**config.mk**
```make
export PLATFORM = sky130hd
export DESIGN_NAME = fetch_stage_flat
export DESIGN_NICKNAME = d
export VERILOG_FILES = /design/src/rtl/rv_pkg.sv /design/src/rtl/fetch_stage_if.sv /design/src/rtl/fetch_stage_if_id_reg.sv /design/src/rtl/fetch_stage.sv /design/src/flat_wrapper.sv
export SDC_FILE = /design/constraint.sdc
export NUM_CORES = 1
export LEC_CHECK = 0
export ABC_CLOCK_PERIOD_IN_PS = 2700
export CAP_MARGIN = 20
export CORE_AREA = 10 10 145 147
export DETAILED_ROUTE_END_ITERATION = 8
export DIE_AREA = 0 0 155 157
export GPL_TIMING_DRIVEN = 0
export PLACE_DENSITY = 0.82
export RECOVER_POWER = 25
export SETUP_SLACK_MARGIN = 0.15
export SLEW_MARGIN = 20
export SYNTH_ARGS = -nofsm -noshare
export SYNTH_HDL_FRONTEND = slang
export SYNTH_HIERARCHICAL = 1
export SYNTH_SLANG_ARGS = --single-unit
export TNS_END_PERCENT = 1
```
**constraint.sdc**
```tcl
create_clock -name i_clk -period 2.7 [get_ports i_clk]
set_input_delay 0.405 -clock i_clk [delete_from_list [all_inputs] [get_ports i_clk]]
set_output_delay 0.405 -clock i_clk [all_outputs]
set_load 0.01 [all_outputs]
```
**src/rtl/rv_pkg.sv**
```systemverilog
// Shared RV32I front-end types and constants for the fetch stage.
package rv_pkg;

  localparam int unsigned XLEN  = 32;
  localparam int unsigned OPC_W = 7;

  localparam logic [XLEN-1:0]  NOP_INSTR = 32'h0000_0013;
  localparam logic [OPC_W-1:0] OPC_OPIMM = 7'b0010011;

  typedef enum logic [1:0] {
    BOOT = 2'd0,
    RUN  = 2'd1,
    HALT = 2'd2
  } fetch_state_t;

  // IF/ID pipeline register payload
  typedef struct packed {
    logic [XLEN-1:0] pc;
    logic [XLEN-1:0] pc4;
    logic [XLEN-1:0] instr;
    logic            valid;
  } if_id_t;

endpackage

```
**src/rtl/fetch_stage_if.sv**
```systemverilog
// Hazard, redirect, IMEM and decode-side signals of the fetch stage.
interface fetch_stage_if;
  import rv_pkg::*;

  logic             i_stallF;
  logic             i_stallD;
  logic             i_flushD;
  logic             i_pc_sel_ex;
  logic [XLEN-1:0]  i_target_ex;
  logic [XLEN-1:0]  o_imem_addr;
  logic [XLEN-1:0]  i_imem_rdata;
  logic [OPC_W-1:0] o_opcodeIF;
  logic [XLEN-1:0]  o_pcD;
  logic [XLEN-1:0]  o_pc4D;
  logic [XLEN-1:0]  o_instrD;
  logic             o_validD;
  logic             o_misaligned;
  logic [XLEN-1:0]  o_perf_fetch;
  logic [XLEN-1:0]  o_perf_stall;
  logic [XLEN-1:0]  o_perf_flush;

  modport master (
    input  i_stallF, i_stallD, i_flushD, i_pc_sel_ex, i_target_ex, i_imem_rdata,
    output o_imem_addr, o_opcodeIF, o_pcD, o_pc4D, o_instrD, o_validD,
    output o_misaligned, o_perf_fetch, o_perf_stall, o_perf_flush
  );

  modport slave (
    output i_stallF, i_stallD, i_flushD, i_pc_sel_ex, i_target_ex, i_imem_rdata,
    input  o_imem_addr, o_opcodeIF, o_pcD, o_pc4D, o_instrD, o_validD,
    input  o_misaligned, o_perf_fetch, o_perf_stall, o_perf_flush
  );

endinterface

```
**src/rtl/fetch_stage_if_id_reg.sv**
```systemverilog
// IF/ID pipeline register; flush beats stall, stall beats load.
module if_id_reg
  import rv_pkg::*;
(
  input  logic   i_clk,
  input  logic   i_reset,
  input  logic   i_flush,
  input  logic   i_stall,
  input  if_id_t i_d,
  output if_id_t o_q
);

  always_ff @(posedge i_clk) begin
    if (!i_reset) begin
      o_q.pc    <= '0;
      o_q.pc4   <= '0;
      o_q.instr <= NOP_INSTR;
      o_q.valid <= 1'b0;
    end else if (i_flush) begin
      // bubble keeps the pc fields of the killed slot
      o_q.instr <= NOP_INSTR;
      o_q.valid <= 1'b0;
    end else if (!i_stall) begin
      o_q <= i_d;
    end
  end

endmodule

```
**src/rtl/fetch_stage.sv**
```systemverilog
// RV32I fetch stage: PC/boot/halt FSM, sync IMEM address, IF/ID register.
// Optional performance counters built when FETCH_PERF_EN is defined.
module fetch_stage
  import rv_pkg::*;
#(
  parameter logic [XLEN-1:0] RESET_PC = 32'h0000_0000
) (
  input logic          i_clk,
  input logic          i_reset,
  fetch_stage_if.master bus
);

  fetch_state_t    state, next_state;
  logic [XLEN-1:0] pc_f, next_pc, imem_addr;
  logic            fetch_valid, set_misaligned, misaligned;
  if_id_t          if_id_d, if_id_q;

  always_ff @(posedge i_clk) begin
    if (!i_reset) begin
      state      <= BOOT;
      pc_f       <= RESET_PC;
      misaligned <= 1'b0;
    end else begin
      state <= next_state;
      pc_f  <= next_pc;
      if (set_misaligned) misaligned <= 1'b1;
    end
  end

  // next-PC: redirect over stall over sequential; misaligned target halts
  always_comb begin
    next_state     = state;
    next_pc        = pc_f;
    imem_addr      = pc_f;
    fetch_valid    = 1'b0;
    set_misaligned = 1'b0;
    unique case (state)
      BOOT: begin
        imem_addr  = RESET_PC;
        next_state = RUN;
      end
      RUN: begin
        fetch_valid = !bus.i_pc_sel_ex;
        if (bus.i_pc_sel_ex) begin
          if (bus.i_target_ex[1:0] != 2'b00) begin
            next_state     = HALT;
            set_misaligned = 1'b1;
          end else begin
            next_pc = bus.i_target_ex;
          end
        end else if (!bus.i_stallF) begin
          next_pc = pc_f + XLEN'(4);
        end
        imem_addr = next_pc;
      end
      HALT: begin
        next_state = HALT;
      end
      default: begin
        next_state = BOOT;
      end
    endcase
  end

  always_comb begin
    if_id_d.pc    = pc_f;
    if_id_d.pc4   = pc_f + XLEN'(4);
    if_id_d.instr = fetch_valid ? bus.i_imem_rdata : NOP_INSTR;
    if_id_d.valid = fetch_valid;
  end

  if_id_reg u_if_id_reg (
    .i_clk   (i_clk),
    .i_reset (i_reset),
    .i_flush (bus.i_flushD),
    .i_stall (bus.i_stallD),
    .i_d     (if_id_d),
    .o_q     (if_id_q)
  );

  assign bus.o_imem_addr  = imem_addr;
  assign bus.o_opcodeIF   = fetch_valid ? bus.i_imem_rdata[OPC_W-1:0] : OPC_OPIMM;
  assign bus.o_pcD        = if_id_q.pc;
  assign bus.o_pc4D       = if_id_q.pc4;
  assign bus.o_instrD     = if_id_q.instr;
  assign bus.o_validD     = if_id_q.valid;
  assign bus.o_misaligned = misaligned;

`ifdef FETCH_PERF_EN
  logic [XLEN-1:0] perf_fetch, perf_stall, perf_flush;

  always_ff @(posedge i_clk) begin
    if (!i_reset) begin
      perf_fetch <= '0;
      perf_stall <= '0;
      perf_flush <= '0;
    end else begin
      if (fetch_valid && !bus.i_flushD && !bus.i_stallD) perf_fetch <= perf_fetch + XLEN'(1);
      if (state == RUN && bus.i_stallF)                  perf_stall <= perf_stall + XLEN'(1);
      if (bus.i_flushD)                                  perf_flush <= perf_flush + XLEN'(1);
    end
  end

  assign bus.o_perf_fetch = perf_fetch;
  assign bus.o_perf_stall = perf_stall;
  assign bus.o_perf_flush = perf_flush;
`else
  assign bus.o_perf_fetch = '0;
  assign bus.o_perf_stall = '0;
  assign bus.o_perf_flush = '0;
`endif

endmodule

```
**src/flat_wrapper.sv**
```systemverilog
// flat-port wrapper written by rule: the top's interface ports become plain ports
module fetch_stage_flat import rv_pkg::*;
#(
  parameter logic [XLEN-1:0] RESET_PC = 32'h0000_0000
)
  (i_clk, i_reset, bus_i_stallF, bus_i_stallD, bus_i_flushD, bus_i_pc_sel_ex, bus_i_target_ex, bus_i_imem_rdata, bus_o_imem_addr, bus_o_opcodeIF, bus_o_pcD, bus_o_pc4D, bus_o_instrD, bus_o_validD, bus_o_misaligned, bus_o_perf_fetch, bus_o_perf_stall, bus_o_perf_flush);
  fetch_stage_if bus_i ();
  input logic i_clk;
  input logic i_reset;
  input wire logic [$bits(bus_i.i_stallF)-1:0] bus_i_stallF;
  input wire logic [$bits(bus_i.i_stallD)-1:0] bus_i_stallD;
  input wire logic [$bits(bus_i.i_flushD)-1:0] bus_i_flushD;
  input wire logic [$bits(bus_i.i_pc_sel_ex)-1:0] bus_i_pc_sel_ex;
  input wire logic [$bits(bus_i.i_target_ex)-1:0] bus_i_target_ex;
  input wire logic [$bits(bus_i.i_imem_rdata)-1:0] bus_i_imem_rdata;
  output wire logic [$bits(bus_i.o_imem_addr)-1:0] bus_o_imem_addr;
  output wire logic [$bits(bus_i.o_opcodeIF)-1:0] bus_o_opcodeIF;
  output wire logic [$bits(bus_i.o_pcD)-1:0] bus_o_pcD;
  output wire logic [$bits(bus_i.o_pc4D)-1:0] bus_o_pc4D;
  output wire logic [$bits(bus_i.o_instrD)-1:0] bus_o_instrD;
  output wire logic [$bits(bus_i.o_validD)-1:0] bus_o_validD;
  output wire logic [$bits(bus_i.o_misaligned)-1:0] bus_o_misaligned;
  output wire logic [$bits(bus_i.o_perf_fetch)-1:0] bus_o_perf_fetch;
  output wire logic [$bits(bus_i.o_perf_stall)-1:0] bus_o_perf_stall;
  output wire logic [$bits(bus_i.o_perf_flush)-1:0] bus_o_perf_flush;
  assign bus_i.i_stallF = bus_i_stallF;
  assign bus_i.i_stallD = bus_i_stallD;
  assign bus_i.i_flushD = bus_i_flushD;
  assign bus_i.i_pc_sel_ex = bus_i_pc_sel_ex;
  assign bus_i.i_target_ex = bus_i_target_ex;
  assign bus_i.i_imem_rdata = bus_i_imem_rdata;
  assign bus_o_imem_addr = bus_i.o_imem_addr;
  assign bus_o_opcodeIF = bus_i.o_opcodeIF;
  assign bus_o_pcD = bus_i.o_pcD;
  assign bus_o_pc4D = bus_i.o_pc4D;
  assign bus_o_instrD = bus_i.o_instrD;
  assign bus_o_validD = bus_i.o_validD;
  assign bus_o_misaligned = bus_i.o_misaligned;
  assign bus_o_perf_fetch = bus_i.o_perf_fetch;
  assign bus_o_perf_stall = bus_i.o_perf_stall;
  assign bus_o_perf_flush = bus_i.o_perf_flush;
  fetch_stage #(.RESET_PC(RESET_PC)) u_core (.i_clk(i_clk), .i_reset(i_reset), .bus(bus_i));
endmodule
```
==> impl_metrics.env, run 1 <==
export IMPL_final_common_cell="buf_4"
export IMPL_synth_seq_area_share_pct=32.1
export IMPL_drv_slew=0
export IMPL_postCtsHoldBufs=0
export IMPL_hold_path_class="reg -> reg"
export IMPL_wl_per_cell_um=20.9
export IMPL_drc=0
export IMPL_grt_start_max_net_pins=17
export IMPL_vias_per_cell=5.56
export IMPL_grtUsageTotal_pct=26.9
export IMPL_swShare_pct=35.5
export IMPL_fin_tns_setup_ns=-0.929
export IMPL_most_common_layout_cells="164 x buf_4, 159 x clkdlybuf4s50_1, 110 x dfxtp_1, 108 x nand2_1, 96 x conb_1"
export IMPL_cp_top_family="simple AND/OR/NAND/NOR gates"
export IMPL_synth_edf_count=0
export IMPL_max_freq_ghz=0.346
export IMPL_die_area_mm2=0.0243
export IMPL_num_vias=9241
export IMPL_synth_area_mm2=0.00824
export IMPL_path_cells="buf_1 > nand4_1 > nor4_4 > a31oi_1 > and3_1 > a211o_1 > buf_2"
export IMPL_yosysUniqueCellTypes=72
export IMPL_synth_warning_count=6
export IMPL_grt_pass1_wl_mm=51.7
export IMPL_pwr_share_comb_pct=36.8
export IMPL_first_global_vias=9026
export IMPL_synthCells=1049
export IMPL_io_buffers=204
export IMPL_synthTopCellsByArea="dfxtp_1 32%, buf_4 9.9%, o211ai_1 5.8%"
export IMPL_rows=50
export IMPL_fin_crit_sh_pct=107
export IMPL_synth_seq_cells=132
export IMPL_post_dp_hpwl_mm=25.8
export IMPL_numCtsBuffers=17
export IMPL_synth_area_leader_cell="dfxtp_1"
export IMPL_die_w_um=155
export IMPL_syn_to_final_growth_pct=52.0
export IMPL_worstPathArrival_ns=2.49
export IMPL_cpPeakStageDelay_ns=0.42
export IMPL_antenna_found_initial=0
export IMPL_final_min_clock_period_ns=2.89
export IMPL_insertion_delay_ns=0.42
export IMPL_fin_skew_ns=0.00610
export IMPL_clk_pin_slew_ns=0.06
export IMPL_critPathBufInv=2
export IMPL_rsz0062_at_grt="true"
export IMPL_core_mm2=0.0183
export IMPL_power_frac_seq_pct=29.3
export IMPL_h_tree_depth=4
export IMPL_p_int_mw=4.72
export IMPL_cts_root_buffer="clkbuf_16"
export IMPL_outcome="finished, violations left"
export IMPL_critPathKind="reg -> out"
export IMPL_cts_buffer_depth=2
export IMPL_power_mw=7.31
export IMPL_syn_avg_cell_area_um2=7.85
export IMPL_drt_iter0_drc=1074
export IMPL_die_h_um=157
export IMPL_clkPwrFrac_pct=33.9
export IMPL_slowest_stage="buf_1"
export IMPL_synth_main_ff_cell="dfxtp_1"
export IMPL_setup_violations=11
export IMPL_fin_ws_ns=-0.193
export IMPL_leakage_nw=5.22
export IMPL_drive_gt1_share_pct=26.9
export IMPL_synth_top_area_share_pct=32.1
export IMPL_first_pass_iters=8
export IMPL_netSwitchingPower_mw=2.60
export IMPL_final_cell_area_mm2=0.0125
export IMPL_critPathLaunchType="flip-flop"
export IMPL_cts_tree="yes"
export IMPL_routed_wl_mm=34.7
export IMPL_ir_drop_mv=0.481
export IMPL_dpl_worst_slack_ns=-1.46
export IMPL_fin_nets=1487
export IMPL_r2r_slack_ns=0.50
export IMPL_required_ns=2.30
export IMPL_critPathCaptureType="primary output"
export IMPL_overflow=0
export IMPL_tightest_slew_ns=0.923
export IMPL_initial_utilization_pct=44.9
export IMPL_ios=303
export IMPL_cts_sinks=132
export IMPL_violations="negative setup slack"
export IMPL_gp_congestion=0.970
export IMPL_cp_max_fo=7
export IMPL_ys_async_sr_fraction_pct=0
export IMPL_power_density_mw_per_mm2=584
export IMPL_post_dp_cell_area_mm2=0.0109
export IMPL_max_slew_margin_rel_pct=38.2
export IMPL_detail_route_antenna_nets=0
export IMPL_maxCapViolCount=0
export IMPL_hold_viol_final=0
## synthesized netlist by cell type (4+ instances only)
| library cell | instances |
|---|---|
| a311oi_1 | 7 |
| nand3_1 | 18 |
| clkbuf_1 | 43 |
| xnor2_1 | 17 |
| buf_6 | 9 |
| o21ai_0 | 36 |
| o221a_2 | 4 |
| nor2_1 | 97 |
| nor3_1 | 20 |
| o22ai_1 | 4 |
| buf_2 | 38 |
| xor2_1 | 11 |
| mux2i_1 | 36 |
| o21a_1 | 8 |
| dfxtp_1 | 132 |
| o32ai_1 | 5 |
| or3_1 | 7 |
| nor2b_1 | 8 |
| o211ai_1 | 64 |
| ha_1 | 4 |
| buf_4 | 109 |
| inv_1 | 12 |
| and3_1 | 40 |
| a211oi_1 | 4 |
| nor4_1 | 9 |
| o21ai_1 | 62 |
| a21oi_1 | 35 |
| a21o_1 | 6 |
| a211o_1 | 5 |
| nand2_1 | 114 |
| a31oi_1 | 9 |
| nand4_1 | 13 |
## kinds of logic (layout without fill, tap and decap cells)
family	count (synthesis)	after routing	share of synthesized area (%)
simple gates	353	353	21.2
compound gates	275	275	21.7
buf+inv	220	502	17.0
flops	132	132	32.1
mux	36	36	4.37
xor+xnor	28	28	2.98
fa+ha+maj	4	4	0.607
other cells	1	97	0.0455
## worst register-to-register path, stage by stage, from the launching register on
cell     delay, ns
dfxtp_2       0.34
buf_6         0.13
nand4_1       0.18
buf_4         0.22
buf_4         0.13
nor2_2        0.18
nand4_1       0.22
buf_4         0.20
or3_1         0.33
a31oi_1       0.18
## flip-flops by register name, summed over array words and instances (netlist names)
register,count
u_core/bus.o_misaligned,1
u_core/u_if_id_reg/o_q,97
u_core/pc_f,32
u_core/state,2
## power groups by stage
stage	registers (mW)	clock network, mW	logic [mW]
floorplan	2.15	0	1.27
global placement	2.17	0	2.16
detailed placement	2.17	0	2.17
CTS	2.13	2.50	2.54
global route	2.15	2.60	2.81
finish	2.14	2.48	2.69
## metrics by stage
stage | utilization (%) | instances | hold WS [ns]
after detailed placement | 59.6 | 1582 | 0.436
after CTS | 68.0 | 1660 | 0.453
after global placement | 59.6 | 1582 | 0.435
after floorplan | - | 1144 | 0.425
after global routing | 68.3 | 1660 | 0.463
final | 68.3 | 1661 | 0.452
## metal layers
layer	part of all wire [%]	routed length (um)	global-route usage, %
met1	38	13200	32.4
met2	47	16300	43.1
met3	11	3700	8.08
met4	4.2	1450	12.3
met5	0	0	0
## layout make-up
cell class / count / area, um^2
diodes: 1 / 2.50
plain buffers: 205 / 1640
clock buffers: 19 / 443
clock inverters: 13 / 181
fillers: 1481 / 5810
inverters: 14 / 62.6
multi-input cells: 792 / 4950
flip-flops and latches: 132 / 2680
well taps: 234 / 293
repair buffers: 251 / 2280
## final timing paths
path                   start                    endpoint  cells past startpoint
max          u_core/pc_f[30]         bus_o_imem_addr[31]                      7
min          u_core/pc_f[23]  u_core/u_if_id_reg/o_q[88]                      2
max reg2reg   u_core/pc_f[8]             u_core/pc_f[29]                      9
min reg2reg  u_core/pc_f[23]  u_core/u_if_id_reg/o_q[88]                      2
## what timing repair did
item                                    in CTS  in global routing
gates resized for setup                    291                 38
pin swaps                                   40                 19
endpoints found under the setup margin      39                 36
buffers inserted                            47                  0
Power figures use the tool's default switching activity.
==> inputs of run 2 (changes only) <==
- CORE_AREA: 10 10 145 147 -> 10 10 142 144
- DIE_AREA: 0 0 155 157 -> 0 0 152 154
- PLACE_DENSITY: 0.82 -> 0.8
- SYNTH_HIERARCHICAL: 1 -> unset
==> run 2 against run 1 <==
Effect of this change: the flow still finishes with violations (negative setup slack); global-route usage shrank 2.1 points; core utilization shrank 1.6 points; sequential power is essentially flat; clock skew grew 0.0057 ns; non-clock buffer count shrank 28; first-iteration DRC count grew 5.9%; total power shrank 6.7%; cell area shrank 8.4%.
==> impl_metrics.env, run 2 <==
export IMPL_outcome="finished, violations left"
export IMPL_violations="negative setup slack"
export IMPL_dpl_worst_slack_ns=-1.44
export IMPL_critPathKind="reg -> out"
export IMPL_synth_seq_cells=130
export IMPL_max_slew_margin_rel_pct=49.7
export IMPL_numCtsBuffers=17
export IMPL_initial_utilization_pct=43.4
export IMPL_reg2reg_depth=8
export IMPL_vias_per_cell=5.40
export IMPL_synth_area_mm2=0.00746
export IMPL_fin_skew_ns=0.0118
export IMPL_fin_ws_ns=-0.328
export IMPL_overflow=0
export IMPL_cts_sinks=130
export IMPL_max_freq_ghz=0.330
export IMPL_synth_main_ff_cell="dfxtp_1"
export IMPL_synthCells=1010
export IMPL_ir_drop_mv=0.547
export IMPL_power_frac_seq_pct=30.9
export IMPL_final_seq_area_mm2=0.00262
export IMPL_synth_seq_area_share_pct=34.9
export IMPL_path_cells="buf_8 > nand4_1 > buf_4 > or4_4 > or3_4 > o31a_1 > o22ai_2 > buf_6"
export IMPL_core_mm2=0.0172
export IMPL_multi_input_area_mm2=0.00431
export IMPL_detail_route_antenna_nets=0
export IMPL_synth_warning_count=0
export IMPL_power_mw=6.82
export IMPL_clk_pin_slew_ns=0.07
export IMPL_cp_max_fo=3
export IMPL_insertion_delay_ns=0.44
export IMPL_swShare_pct=36.2
export IMPL_die_h_um=154
export IMPL_synth_common_cells="138 x nand2_1, 130 x dfxtp_1, 122 x nor2_1"
export IMPL_finalNonFillerCells=1599
export IMPL_cts_tree="yes"
export IMPL_pwr_share_comb_pct=36.1
export IMPL_critPathCaptureType="primary output"
export IMPL_synth_area_leader_cell="dfxtp_1"
export IMPL_reg_top3="u_core.u_if_id_reg.o_q: 95 flops, u_core.pc_f: 32 flops, u_core.state: 2 flops"
export IMPL_grt_pass1_wl_mm=47.1
export IMPL_die_w_um=152
export IMPL_synth_most_common_cell="nand2_1"
export IMPL_top_register="u_core.u_if_id_reg.o_q"
export IMPL_final_util_pct=66.7
export IMPL_synth_edf_count=0
export IMPL_ios=303
export IMPL_maxCapViolCount=0
export IMPL_num_vias=8634
export IMPL_power_density_mw_per_mm2=595
export IMPL_hp_start="i_reset"
export IMPL_dpl_cell_count=1534
export IMPL_rows=48
export IMPL_fin_nets=1434
export IMPL_grt_start_max_net_pins=17
export IMPL_cts_root_buffer="clkbuf_16"
export IMPL_rsz0062_at_grt="true"
export IMPL_die_area_mm2=0.0234
export IMPL_r2r_slack_ns=0.51
export IMPL_slowest_stage="or4_4"
export IMPL_leakage_nw=4.84
export IMPL_critPathLaunch="u_core.pc_f[12]"
export IMPL_syn_to_final_growth_pct=53.7
export IMPL_drt_iter0_drc=1137
export IMPL_ys_async_sr_fraction_pct=0
export IMPL_nFillCells=1419
export IMPL_required_ns=2.30
export IMPL_h_tree_depth=4
export IMPL_gp_congestion=0.986
export IMPL_p_int_mw=4.35
export IMPL_final_min_clock_period_ns=3.03
export IMPL_critPathLaunchType="flip-flop"
export IMPL_drv_slew=0
export IMPL_netSwitchingPower_mw=2.47
export IMPL_io_buffers=204
export IMPL_yosysUniqueCellTypes=61
export IMPL_grtUsageTotal_pct=24.8
export IMPL_first_global_vias=8318
export IMPL_antenna_found_initial=1
export IMPL_final_common_cell="buf_4"
export IMPL_post_dp_hpwl_mm=22.9
export IMPL_reg2reg_from="u_core.pc_f[9]"
export IMPL_first_pass_iters=6
export IMPL_routed_wl_mm=31.4
export IMPL_hold_path_class="in -> reg"
export IMPL_worstPathArrival_ns=2.62
export IMPL_syn_avg_cell_area_um2=7.38
export IMPL_most_common_layout_cells="143 x buf_4, 136 x nand2_1, 127 x clkdlybuf4s50_1, 121 x dfxtp_1, 120 x nor2_1"
export IMPL_cpPeakStageDelay_ns=0.52
export IMPL_clkPwrFrac_pct=33.0
export IMPL_holdWs_ns=0.398
export IMPL_fin_crit_sh_pct=112
export IMPL_largest_reg_flops=95
export IMPL_drc=0
export IMPL_drive_gt1_share_pct=21.8
export IMPL_hold_end="u_core.u_if_id_reg.o_q[58]"
export IMPL_min_path_cells=3
export IMPL_synth_top_area_share_pct=34.9
export IMPL_synthTopCellsByArea="dfxtp_1 35%, buf_4 11%, a21oi_1 7.5%"
export IMPL_postCtsHoldBufs=0
export IMPL_wl_per_cell_um=19.6
export IMPL_tightest_slew_ns=0.755
export IMPL_setup_violations=34
export IMPL_rr_endpoint="u_core.pc_f[30]"
export IMPL_hold_viol_final=0
export IMPL_cts_buffer_depth=2
## run 2: cell type report
cell class	count	area share (%)
diodes	1	0.0218
plain buffers	191	11.8
clock buffers	18	3.83
clock inverters	14	1.14
inverters	19	0.644
multi-input cells	764	37.6
flip-flops and latches	130	22.8
well taps	225	2.46
repair buffers	237	19.7
## run 2: layer usage
metal	GRT usage (%)	share of wire, %
met5	0	0
met4	12.5	4.3
met3	6.89	11
met2	41.0	47
met1	28.9	37
## run 2: cell families (layout without fill, tap and decap cells)
| family | count (synthesis) | after routing | synth area share (%) |
|---|---|---|---|
| compound gates | 241 | 241 | 19.6 |
| xor+xnor | 26 | 26 | 3.05 |
| fa+ha+maj | 4 | 4 | 0.671 |
| buf+inv | 211 | 479 | 16.1 |
| flops | 130 | 130 | 34.9 |
| mux | 11 | 11 | 1.54 |
| other cells | 1 | 97 | 0.0503 |
| simple gates | 386 | 386 | 24.1 |
## run 2: power by group through the flow
stage / Clock, mW / Sequential [mW] / Combinational, mW
4_1_cts: 2.26 / 2.10 / 2.37
6_report: 2.25 / 2.11 / 2.46
5_1_grt: 2.34 / 2.12 / 2.60
3_5_place_dp: 0 / 2.14 / 2.07
2_1_floorplan: 0 / 2.15 / 1.20
3_3_place_gp: 0 / 2.13 / 2.06
## run 2: critical path: cells and delay by family, from the launching register on
| kind | cells | cell delay, ns |
|---|---|---|
| AO/OA/AOI/OAI | 2 | 0.45 |
| buffers and inverters | 3 | 0.40 |
| flip-flops | 1 | 0.34 |
| AND/OR/NAND/NOR | 3 | 0.98 |
## run 2: metrics by stage
step | TNS (ns) | instance area, um^2
6_report | -5.50 | 11500
5_1_grt | -8.06 | 11500
4_1_cts | -3.21 | 11400
3_5_place_dp | -32.78 | 10100
3_3_place_gp | -31.16 | 10100
2_1_floorplan | 0 | 7820
## run 2: repair_timing
| item | in CTS | in global routing |
|---|---|---|
| pin swaps | 32 | 14 |
| resized for setup | 241 | 14 |
| buffers inserted | 25 | 8 |
| endpoints found under the setup margin | 48 | 39 |
## run 2: worst max-delay path by stage
stage | end | slack (ns) | cells after the start
global placement | bus_o_imem_addr[28] | -1.41 | 7
floorplan | bus_o_imem_addr[18] | 0.15 | 7
detailed placement | bus_o_imem_addr[28] | -1.44 | 7
CTS | bus_o_imem_addr[21] | -0.31 | 7
finish | bus_o_imem_addr[21] | -0.33 | 8
global route | bus_o_imem_addr[28] | -0.38 | 8
==> inputs of run 3 (changes only) <==
- CAP_MARGIN: 20 -> unset
==> results of run 3 <==
Same layout as run 2: the final DEF is identical, and so are final timing and power.
